--- src/rtl/ppu_pkg.sv ---
// Shared PPU definitions: sprite entry layout, scan FSM encoding and a constant clog2.
// Entry layout msb->lsb is {enable, y, x, attr}; offsets are derived from the field widths.
package ppu_pkg;

  typedef enum logic [1:0] {
    ST_IDLE = 2'd0,
    ST_SCAN = 2'd1,
    ST_DONE = 2'd2
  } scan_state_t;

  function automatic int clog2(input int value);
    int r;
    r = 0;
    for (int i = 0; i < 31; i++) begin
      if ((1 << i) < value) r = i + 1;
    end
    return r;
  endfunction

  function automatic int entry_w(input int y_w, input int x_w, input int attr_w);
    return 1 + y_w + x_w + attr_w;
  endfunction

  function automatic int x_lsb(input int attr_w);
    return attr_w;
  endfunction

  function automatic int y_lsb(input int x_w, input int attr_w);
    return attr_w + x_w;
  endfunction

  function automatic int en_bit(input int y_w, input int x_w, input int attr_w);
    return attr_w + x_w + y_w;
  endfunction

endpackage

--- src/rtl/sprite_slot_match.sv ---
// One slot's horizontal test: dx = display_x - slot_x, range check against SPR_W, mirrored column.
// Purely combinational, zero latency; no flow control.
module sprite_slot_match
  import ppu_pkg::*;
#(
  parameter int X_W   = 12,
  parameter int SPR_W = 64,
  parameter int RX_W  = clog2(SPR_W)
) (
  input  logic [X_W-1:0]  display_x,
  input  logic [X_W-1:0]  slot_x,
  input  logic            mirror,
  output logic            hit,
  output logic [RX_W-1:0] rel_x
);

  localparam logic signed [X_W:0] SPR_W_S = (X_W+1)'(SPR_W);

  logic signed [X_W:0] dx;

  assign dx  = $signed({1'b0, display_x}) - $signed({1'b0, slot_x});
  assign hit = !dx[X_W] && (dx < SPR_W_S);

  // SPR_W is a power of two, so SPR_W-1-dx is the bitwise inverse of dx's low bits.
  assign rel_x = mirror ? ~dx[RX_W-1:0] : dx[RX_W-1:0];

endmodule

--- src/rtl/sprite_line_engine.sv ---
// Per-scanline sprite engine: hblank scan of the active table into slots, then per-pixel priority select.
// Pixel outputs lag display_x by 1 cycle; front list updates N_SPRITES+2 cycles after line_start; no backpressure.
module sprite_line_engine
  import ppu_pkg::*;
#(
  parameter int N_SPRITES    = 8,
  parameter int MAX_PER_LINE = 4,
  parameter int SPR_W        = 64,
  parameter int SPR_H        = 210,
  parameter int X_W          = 12,
  parameter int Y_W          = 11,
  parameter int ATTR_W       = 8
) (
  input  logic                            clock,
  input  logic                            reset,
  input  logic                            tbl_wr_en,
  input  logic [clog2(N_SPRITES)-1:0]     tbl_wr_idx,
  input  logic [1+Y_W+X_W+ATTR_W-1:0]     tbl_wr_data,
  input  logic                            commit,
  input  logic                            line_start,
  input  logic [Y_W-1:0]                  next_row,
  input  logic [X_W-1:0]                  display_x,
  output logic                            hit,
  output logic [ATTR_W-1:0]               hit_attr,
  output logic [clog2(SPR_W)-1:0]         rel_x,
  output logic [clog2(SPR_H)-1:0]         rel_y,
  output logic                            overflow,
  output logic                            scan_busy
);

  localparam int IDX_W = clog2(N_SPRITES);
  localparam int ENT_W = entry_w(Y_W, X_W, ATTR_W);
  localparam int RX_W  = clog2(SPR_W);
  localparam int RY_W  = clog2(SPR_H);
  localparam int CNT_W = clog2(MAX_PER_LINE + 1);
  localparam int X_LSB = x_lsb(ATTR_W);
  localparam int Y_LSB = y_lsb(X_W, ATTR_W);
  localparam int EN    = en_bit(Y_W, X_W, ATTR_W);
  localparam logic signed [Y_W:0] SPR_H_S = (Y_W+1)'(SPR_H);

  typedef struct packed {
    logic [X_W-1:0]    x;
    logic [ATTR_W-1:0] attr;
    logic [RY_W-1:0]   rel_y;
  } slot_t;

  logic [ENT_W-1:0] shadow [N_SPRITES];
  logic [ENT_W-1:0] active [N_SPRITES];
  logic             commit_pend;
  logic             copy_now;

  scan_state_t      state, state_nxt;
  logic             start, step, publish;
  logic [IDX_W-1:0] idx;
  logic [Y_W-1:0]   row;
  slot_t            back  [MAX_PER_LINE];
  slot_t            front [MAX_PER_LINE];
  logic [CNT_W-1:0] back_cnt, front_cnt;
  logic             back_ovf;

  logic [ENT_W-1:0]    cur;
  logic signed [Y_W:0] dy;
  logic                match;
  slot_t               cand;

  // A commit that arrives mid-scan waits until the FSM is back in IDLE.
  assign copy_now = (commit || commit_pend) && (state == ST_IDLE);

  always_ff @(posedge clock or posedge reset) begin
    if (reset) begin
      for (int i = 0; i < N_SPRITES; i++) begin
        shadow[i] <= '0;
        active[i] <= '0;
      end
      commit_pend <= 1'b0;
    end else begin
      if (tbl_wr_en) shadow[tbl_wr_idx] <= tbl_wr_data;
      if (copy_now) begin
        for (int i = 0; i < N_SPRITES; i++)
          active[i] <= (tbl_wr_en && tbl_wr_idx == IDX_W'(i)) ? tbl_wr_data : shadow[i];
      end
      commit_pend <= !copy_now && (commit || commit_pend);
    end
  end

  always_ff @(posedge clock or posedge reset) begin
    if (reset) state <= ST_IDLE;
    else       state <= state_nxt;
  end

  always_comb begin
    state_nxt = state;
    start     = 1'b0;
    step      = 1'b0;
    publish   = 1'b0;
    case (state)
      ST_IDLE: if (line_start) begin
        state_nxt = ST_SCAN;
        start     = 1'b1;
      end
      ST_SCAN: if (line_start) begin
        start = 1'b1;
      end else begin
        step = 1'b1;
        if (idx == IDX_W'(N_SPRITES - 1)) state_nxt = ST_DONE;
      end
      ST_DONE: if (line_start) begin
        state_nxt = ST_SCAN;
        start     = 1'b1;
      end else begin
        publish   = 1'b1;
        state_nxt = ST_IDLE;
      end
      default: state_nxt = ST_IDLE;
    endcase
  end

  assign scan_busy = (state != ST_IDLE);

  assign cur   = active[idx];
  assign dy    = $signed({1'b0, row}) - $signed({1'b0, cur[Y_LSB +: Y_W]});
  assign match = cur[EN] && !dy[Y_W] && (dy < SPR_H_S);
  assign cand  = '{x: cur[X_LSB +: X_W], attr: cur[ATTR_W-1:0], rel_y: dy[RY_W-1:0]};

  always_ff @(posedge clock or posedge reset) begin
    if (reset) begin
      idx       <= '0;
      row       <= '0;
      back_cnt  <= '0;
      back_ovf  <= 1'b0;
      front_cnt <= '0;
      overflow  <= 1'b0;
      for (int s = 0; s < MAX_PER_LINE; s++) begin
        back[s]  <= '0;
        front[s] <= '0;
      end
    end else begin
      if (start) begin
        idx      <= '0;
        row      <= next_row;
        back_cnt <= '0;
        back_ovf <= 1'b0;
        for (int s = 0; s < MAX_PER_LINE; s++) back[s] <= '0;
      end else if (step) begin
        idx <= idx + 1'b1;
        if (match) begin
          if (back_cnt < CNT_W'(MAX_PER_LINE)) begin
            for (int s = 0; s < MAX_PER_LINE; s++)
              if (back_cnt == CNT_W'(s)) back[s] <= cand;
            back_cnt <= back_cnt + 1'b1;
          end else begin
            back_ovf <= 1'b1;
          end
        end
      end
      if (publish) begin
        front     <= back;
        front_cnt <= back_cnt;
        overflow  <= back_ovf;
      end
    end
  end

  logic [MAX_PER_LINE-1:0] slot_hit;
  logic [RX_W-1:0]         slot_rx [MAX_PER_LINE];

  for (genvar s = 0; s < MAX_PER_LINE; s++) begin : g_slot
    sprite_slot_match #(.X_W(X_W), .SPR_W(SPR_W), .RX_W(RX_W)) u_match (
      .display_x (display_x),
      .slot_x    (front[s].x),
      .mirror    (front[s].attr[ATTR_W-1]),
      .hit       (slot_hit[s]),
      .rel_x     (slot_rx[s])
    );
  end

  logic              px_hit;
  logic [ATTR_W-1:0] px_attr;
  logic [RX_W-1:0]   px_rx;
  logic [RY_W-1:0]   px_ry;

  // Walk from the lowest-priority slot up so slot 0 overrides everything.
  always_comb begin
    px_hit  = 1'b0;
    px_attr = '0;
    px_rx   = '0;
    px_ry   = '0;
    for (int s = MAX_PER_LINE - 1; s >= 0; s--) begin
      if (slot_hit[s] && (CNT_W'(s) < front_cnt)) begin
        px_hit  = 1'b1;
        px_attr = front[s].attr;
        px_rx   = slot_rx[s];
        px_ry   = front[s].rel_y;
      end
    end
  end

  always_ff @(posedge clock or posedge reset) begin
    if (reset) begin
      hit      <= 1'b0;
      hit_attr <= '0;
      rel_x    <= '0;
      rel_y    <= '0;
    end else begin
      hit      <= px_hit;
      hit_attr <= px_attr;
      rel_x    <= px_rx;
      rel_y    <= px_ry;
    end
  end

endmodule

--- config.mk ---
export PLATFORM = sky130hd
export DESIGN_NAME = sprite_line_engine
export DESIGN_NICKNAME = d
export VERILOG_FILES = /design/src/rtl/ppu_pkg.sv /design/src/rtl/sprite_slot_match.sv /design/src/rtl/sprite_line_engine.sv
export SDC_FILE = /design/constraint.sdc
export NUM_CORES = 1
export LEC_CHECK = 0
export BUFFER_PORTS_ARGS = -buffer_cell sky130_fd_sc_hd__clkbuf_2
export CAP_MARGIN = 20
export CORE_MARGIN = 2
export CORE_UTILIZATION = 35
export CTS_CLUSTER_DIAMETER = 200
export CTS_CLUSTER_SIZE = 40
export DETAILED_ROUTE_END_ITERATION = 7
export GPL_TIMING_DRIVEN = 1
export PLACE_DENSITY_LB_ADDON = 0.3
export SKIP_CTS_REPAIR_TIMING = 1
export SYNTH_ARGS = -nofsm -noshare
export SYNTH_HDL_FRONTEND = slang
export SYNTH_HIERARCHICAL = 1
export SYNTH_SLANG_ARGS = --single-unit
--- constraint.sdc ---
create_clock -name clock -period 26.6 [get_ports clock]
set_input_delay 3.99 -clock clock [delete_from_list [all_inputs] [get_ports clock]]
set_output_delay 3.99 -clock clock [all_outputs]
set_load 0.02 [all_outputs]
==> impl_metrics.py <==
metrics = {
    "floorplan": {
        "fp.dieArea_sq_um": 103200,
        "start_util_pct": 35.26,
        "core.rowCount": 116,
        "fp.dieW_um": 321.2,
        "die_y_um": 321.2,
        "boundaryPins": 88,
        "core_sq_um": 99860,
    },
    "setup_path": {
        "crit_path_start_kind": "input pin",
        "cp_max_fo": 14,
        "worstSetupPathType": "in2reg",
        "cp.required_ns": 27.13,
        "cp-end-kind": "flop",
        "crit_arrival_ns": 7.24,
    },
    "placed_design": {
        "hpwl_mm": 53.27,
        "portBuffers": 87,
        "place.gp.congestion": 0.8693,
    },
    "synth": {
        "syn-num-nets": 2761,
        "synth.distinct_cells": 66,
        "synth-edff-count": 0,
        "synth-async-reset-ratio_pct": 100.0,
        "syn_inst": 2626,
        "synth_ff_type": "dfrtp_1",
        "ys_ff_latch": 784,
        "synth_area_sq_um": 35210,
        "ys_seq_area_share_pct": 55.72,
        "syn_avg_cell_area_sq_um": 13.41,
        "yosysWarnings": 6,
    },
    "grt": {
        "grt_pass1_wl_mm": 133.2,
        "grt_max_degree": 193,
        "antenna_found_initial": 9,
        "grt-ovfl-total": 0,
        "grt_usage_pct": 16.42,
        "grt_pass1_vias": 22390,
    },
    "clock_network": {
        "htreeDepth": 1,
        "root_buffer": "clkbuf_16",
        "cts_tree": "built",
        "clock_latency_ns": 0.63,
        "numCtsBuffers": 23,
        "cts.clk_slew.worst_paths_ns": 0.14,
        "cts.sinks": 784,
        "clk_path_buf_depth": 3,
    },
    "timing": {
        "fmax_mhz": 148.9,
        "relSlewSlack_pct": 23.79,
        "final.period_utilization_pct": 25.25,
        "tightest_slew_ns": 1.139,
        "setup_tns_ns": 0,
        "fin_skew_ns": 0.04045,
        "finalMaxSlewViolations": 0,
        "grt_setup_unrepaired": "no",
        "period_minus_slack_ns": 6.716,
        "setup_viol": 0,
        "hold_violations": 0,
    },
    "routing": {
        "viasPerCell": 5.381,
        "wl_per_cell_um": 21.71,
        "totalWireLength_mm": 84.82,
        "drt_iter0_markers": 1659,
        "drc": 0,
        "via_count": 21020,
        "firstDrtPassIters": 5,
        "antenna_left": 0,
    },
    "hold_path": {
        "hold_path_class": "reg2reg",
    },
    "finish": {
        "fin_nets": 2739,
        "area_growth_pct": 6.852,
        "postLayoutCoreUtil_pct": 37.68,
        "nFillCells": 9438,
        "drive_gt1_share_pct": 34.69,
    },
    "pwr": {
        "p_leak_nw": 16.66,
        "power_density_nw_per_um2": 69.75,
        "ir_drop_mv": 0.04840,
    },
    "status": {
        "status": "finished clean",
    },
    "flow_run": {
        "drv_cap": 0,
    },
}
-- cells in the mapped netlist (5+ instances only) --
library cell,n,share of area (%)
a211oi_1,6,0.13
a21o_1,17,0.36
a21oi_1,130,1.8
a22o_1,53,1.3
a22oi_1,6,0.13
a31oi_1,9,0.16
and2_1,8,0.14
and4_1,5,0.12
buf_1,17,0.18
buf_2,29,0.41
buf_4,8,0.17
clkbuf_1,111,1.2
dfrtp_1,784,56
fa_1,5,0.28
ha_1,67,2.4
inv_1,71,0.76
mux2_2,651,21
mux2i_1,17,0.48
mux4_2,63,4.0
nand2_1,126,1.3
nand2b_1,13,0.23
nand3_1,41,0.58
nand4_1,11,0.20
nor2_1,46,0.49
nor2b_1,13,0.23
nor3_1,91,1.3
o2111ai_1,8,0.20
o211a_1,5,0.14
o211ai_1,12,0.26
o21a_1,7,0.15
o21ai_0,55,0.78
o21ai_1,11,0.16
o22ai_1,5,0.089
o31a_1,7,0.17
xnor2_1,49,1.2
-- stage by stage --
step           hold WS, ns  worst slack [ns]  total power, mW  instances  cell area [sq um]
6_report            0.4862             19.88            2.624       3906              37620
5_1_grt             0.5146             19.26            2.765       3905              37620
4_1_cts             0.4901             19.56            2.654       3901              37530
3_5_place_dp        0.4721             18.89            2.149       3874              36930
3_3_place_gp        0.4619             19.10            2.104       3873              36900
2_1_floorplan       0.4460            0.5982            1.968       2626              35210
-- final timing paths --
kind                         startpoint  slack [ns]  depth (start not counted)          end
max                        display_x[0]       19.88                         16     rel_y[7]
min                           front[95]        0.49                          2  hit_attr[3]
max reg2reg                      idx[0]       20.14                         13     back[30]
min reg2reg                   front[95]        0.49                          2  hit_attr[3]
max in group asynchronous         reset       19.89                          5  shadow[122]
min in group asynchronous         reset        3.50                          2     back[70]
-- kinds of logic (layout without fill, tap and decap cells) --
logic type | count (synthesis) | after routing | share of synthesized area, %
mux | 731 | 731 | 25.33
fa+ha+maj | 72 | 72 | 2.665
simple gates | 387 | 387 | 5.498
xor+xnor | 53 | 53 | 1.318
other cells | 0 | 2 | 0
flops | 784 | 784 | 55.72
buf+inv | 239 | 219 | 2.779
compound gates | 360 | 360 | 6.684
-- state kept, by name, summed over array words and instances (netlist names) --
| name | cells |
|---|---|
| idx | 3 |
| front_cnt | 3 |
| hit | 1 |
| active | 256 |
| row | 11 |
| front | 112 |
| back | 112 |
| rel_x | 6 |
| commit_pend | 1 |
| back_cnt | 3 |
| hit_attr | 8 |
| state | 2 |
| rel_y | 8 |
| overflow | 1 |
| back_ovf | 1 |
| shadow | 256 |
-- worst max-delay path, stage by stage --
cell	delay, ns
clkbuf_2	0.12
inv_1	0.05
ha_1	0.22
fa_1	0.42
nor2b_1	0.13
o2111ai_1	0.12
nand3b_2	0.13
a31oi_1	0.09
o31a_1	0.30
nor4_2	0.22
and2_1	0.56
buf_4	0.35
nand3_1	0.10
a21oi_1	0.16
a21oi_1	0.06
o21ai_0	0.21
-- metal layers --
| metal | track usage (%) | share of wire [%] |
|---|---|---|
| met1 | 22.67 | 46 |
| met2 | 27.89 | 49 |
| met3 | 2.128 | 4.1 |
| met4 | 3.043 | 1.6 |
| met5 | 0 | 0.10 |
-- report_power, final --
part | leakage (nW) | total, mW | switching (mW) | internal [mW]
Clock | 0.298 | 0.505 | 0.344 | 0.161
Sequential | 10.3 | 1.51 | 0.0977 | 1.42
Combinational | 6.11 | 0.606 | 0.299 | 0.307
-- cell usage in the layout, fill, tap and decap left out, types with 27 or more instances in the layout --
cell type	count
a21oi_1	130
dfrtp_1	781
nor2_1	45
inv_1	70
nand3_1	41
nand2_1	126
clkbuf_2	87
ha_1	67
mux2_2	651
xnor2_1	49
buf_4	27
nor3_1	89
a22o_1	53
mux4_2	63
o21ai_0	55
-- cell type report --
cell class | count | area, sq um | share of cell area (%)
flip-flops and latches | 784 | 19630 | 52.17
repair buffers | 120 | 788.3 | 2.095
well taps | 1298 | 1624 | 4.317
diodes | 2 | 5.005 | 0.01330
clock buffers | 25 | 583.1 | 1.550
clock inverters | 2 | 25.02 | 0.06652
multi-input cells | 1603 | 14690 | 39.05
inverters | 72 | 277.8 | 0.7383
No activity file was read; power rests on OpenSTA's default activity.
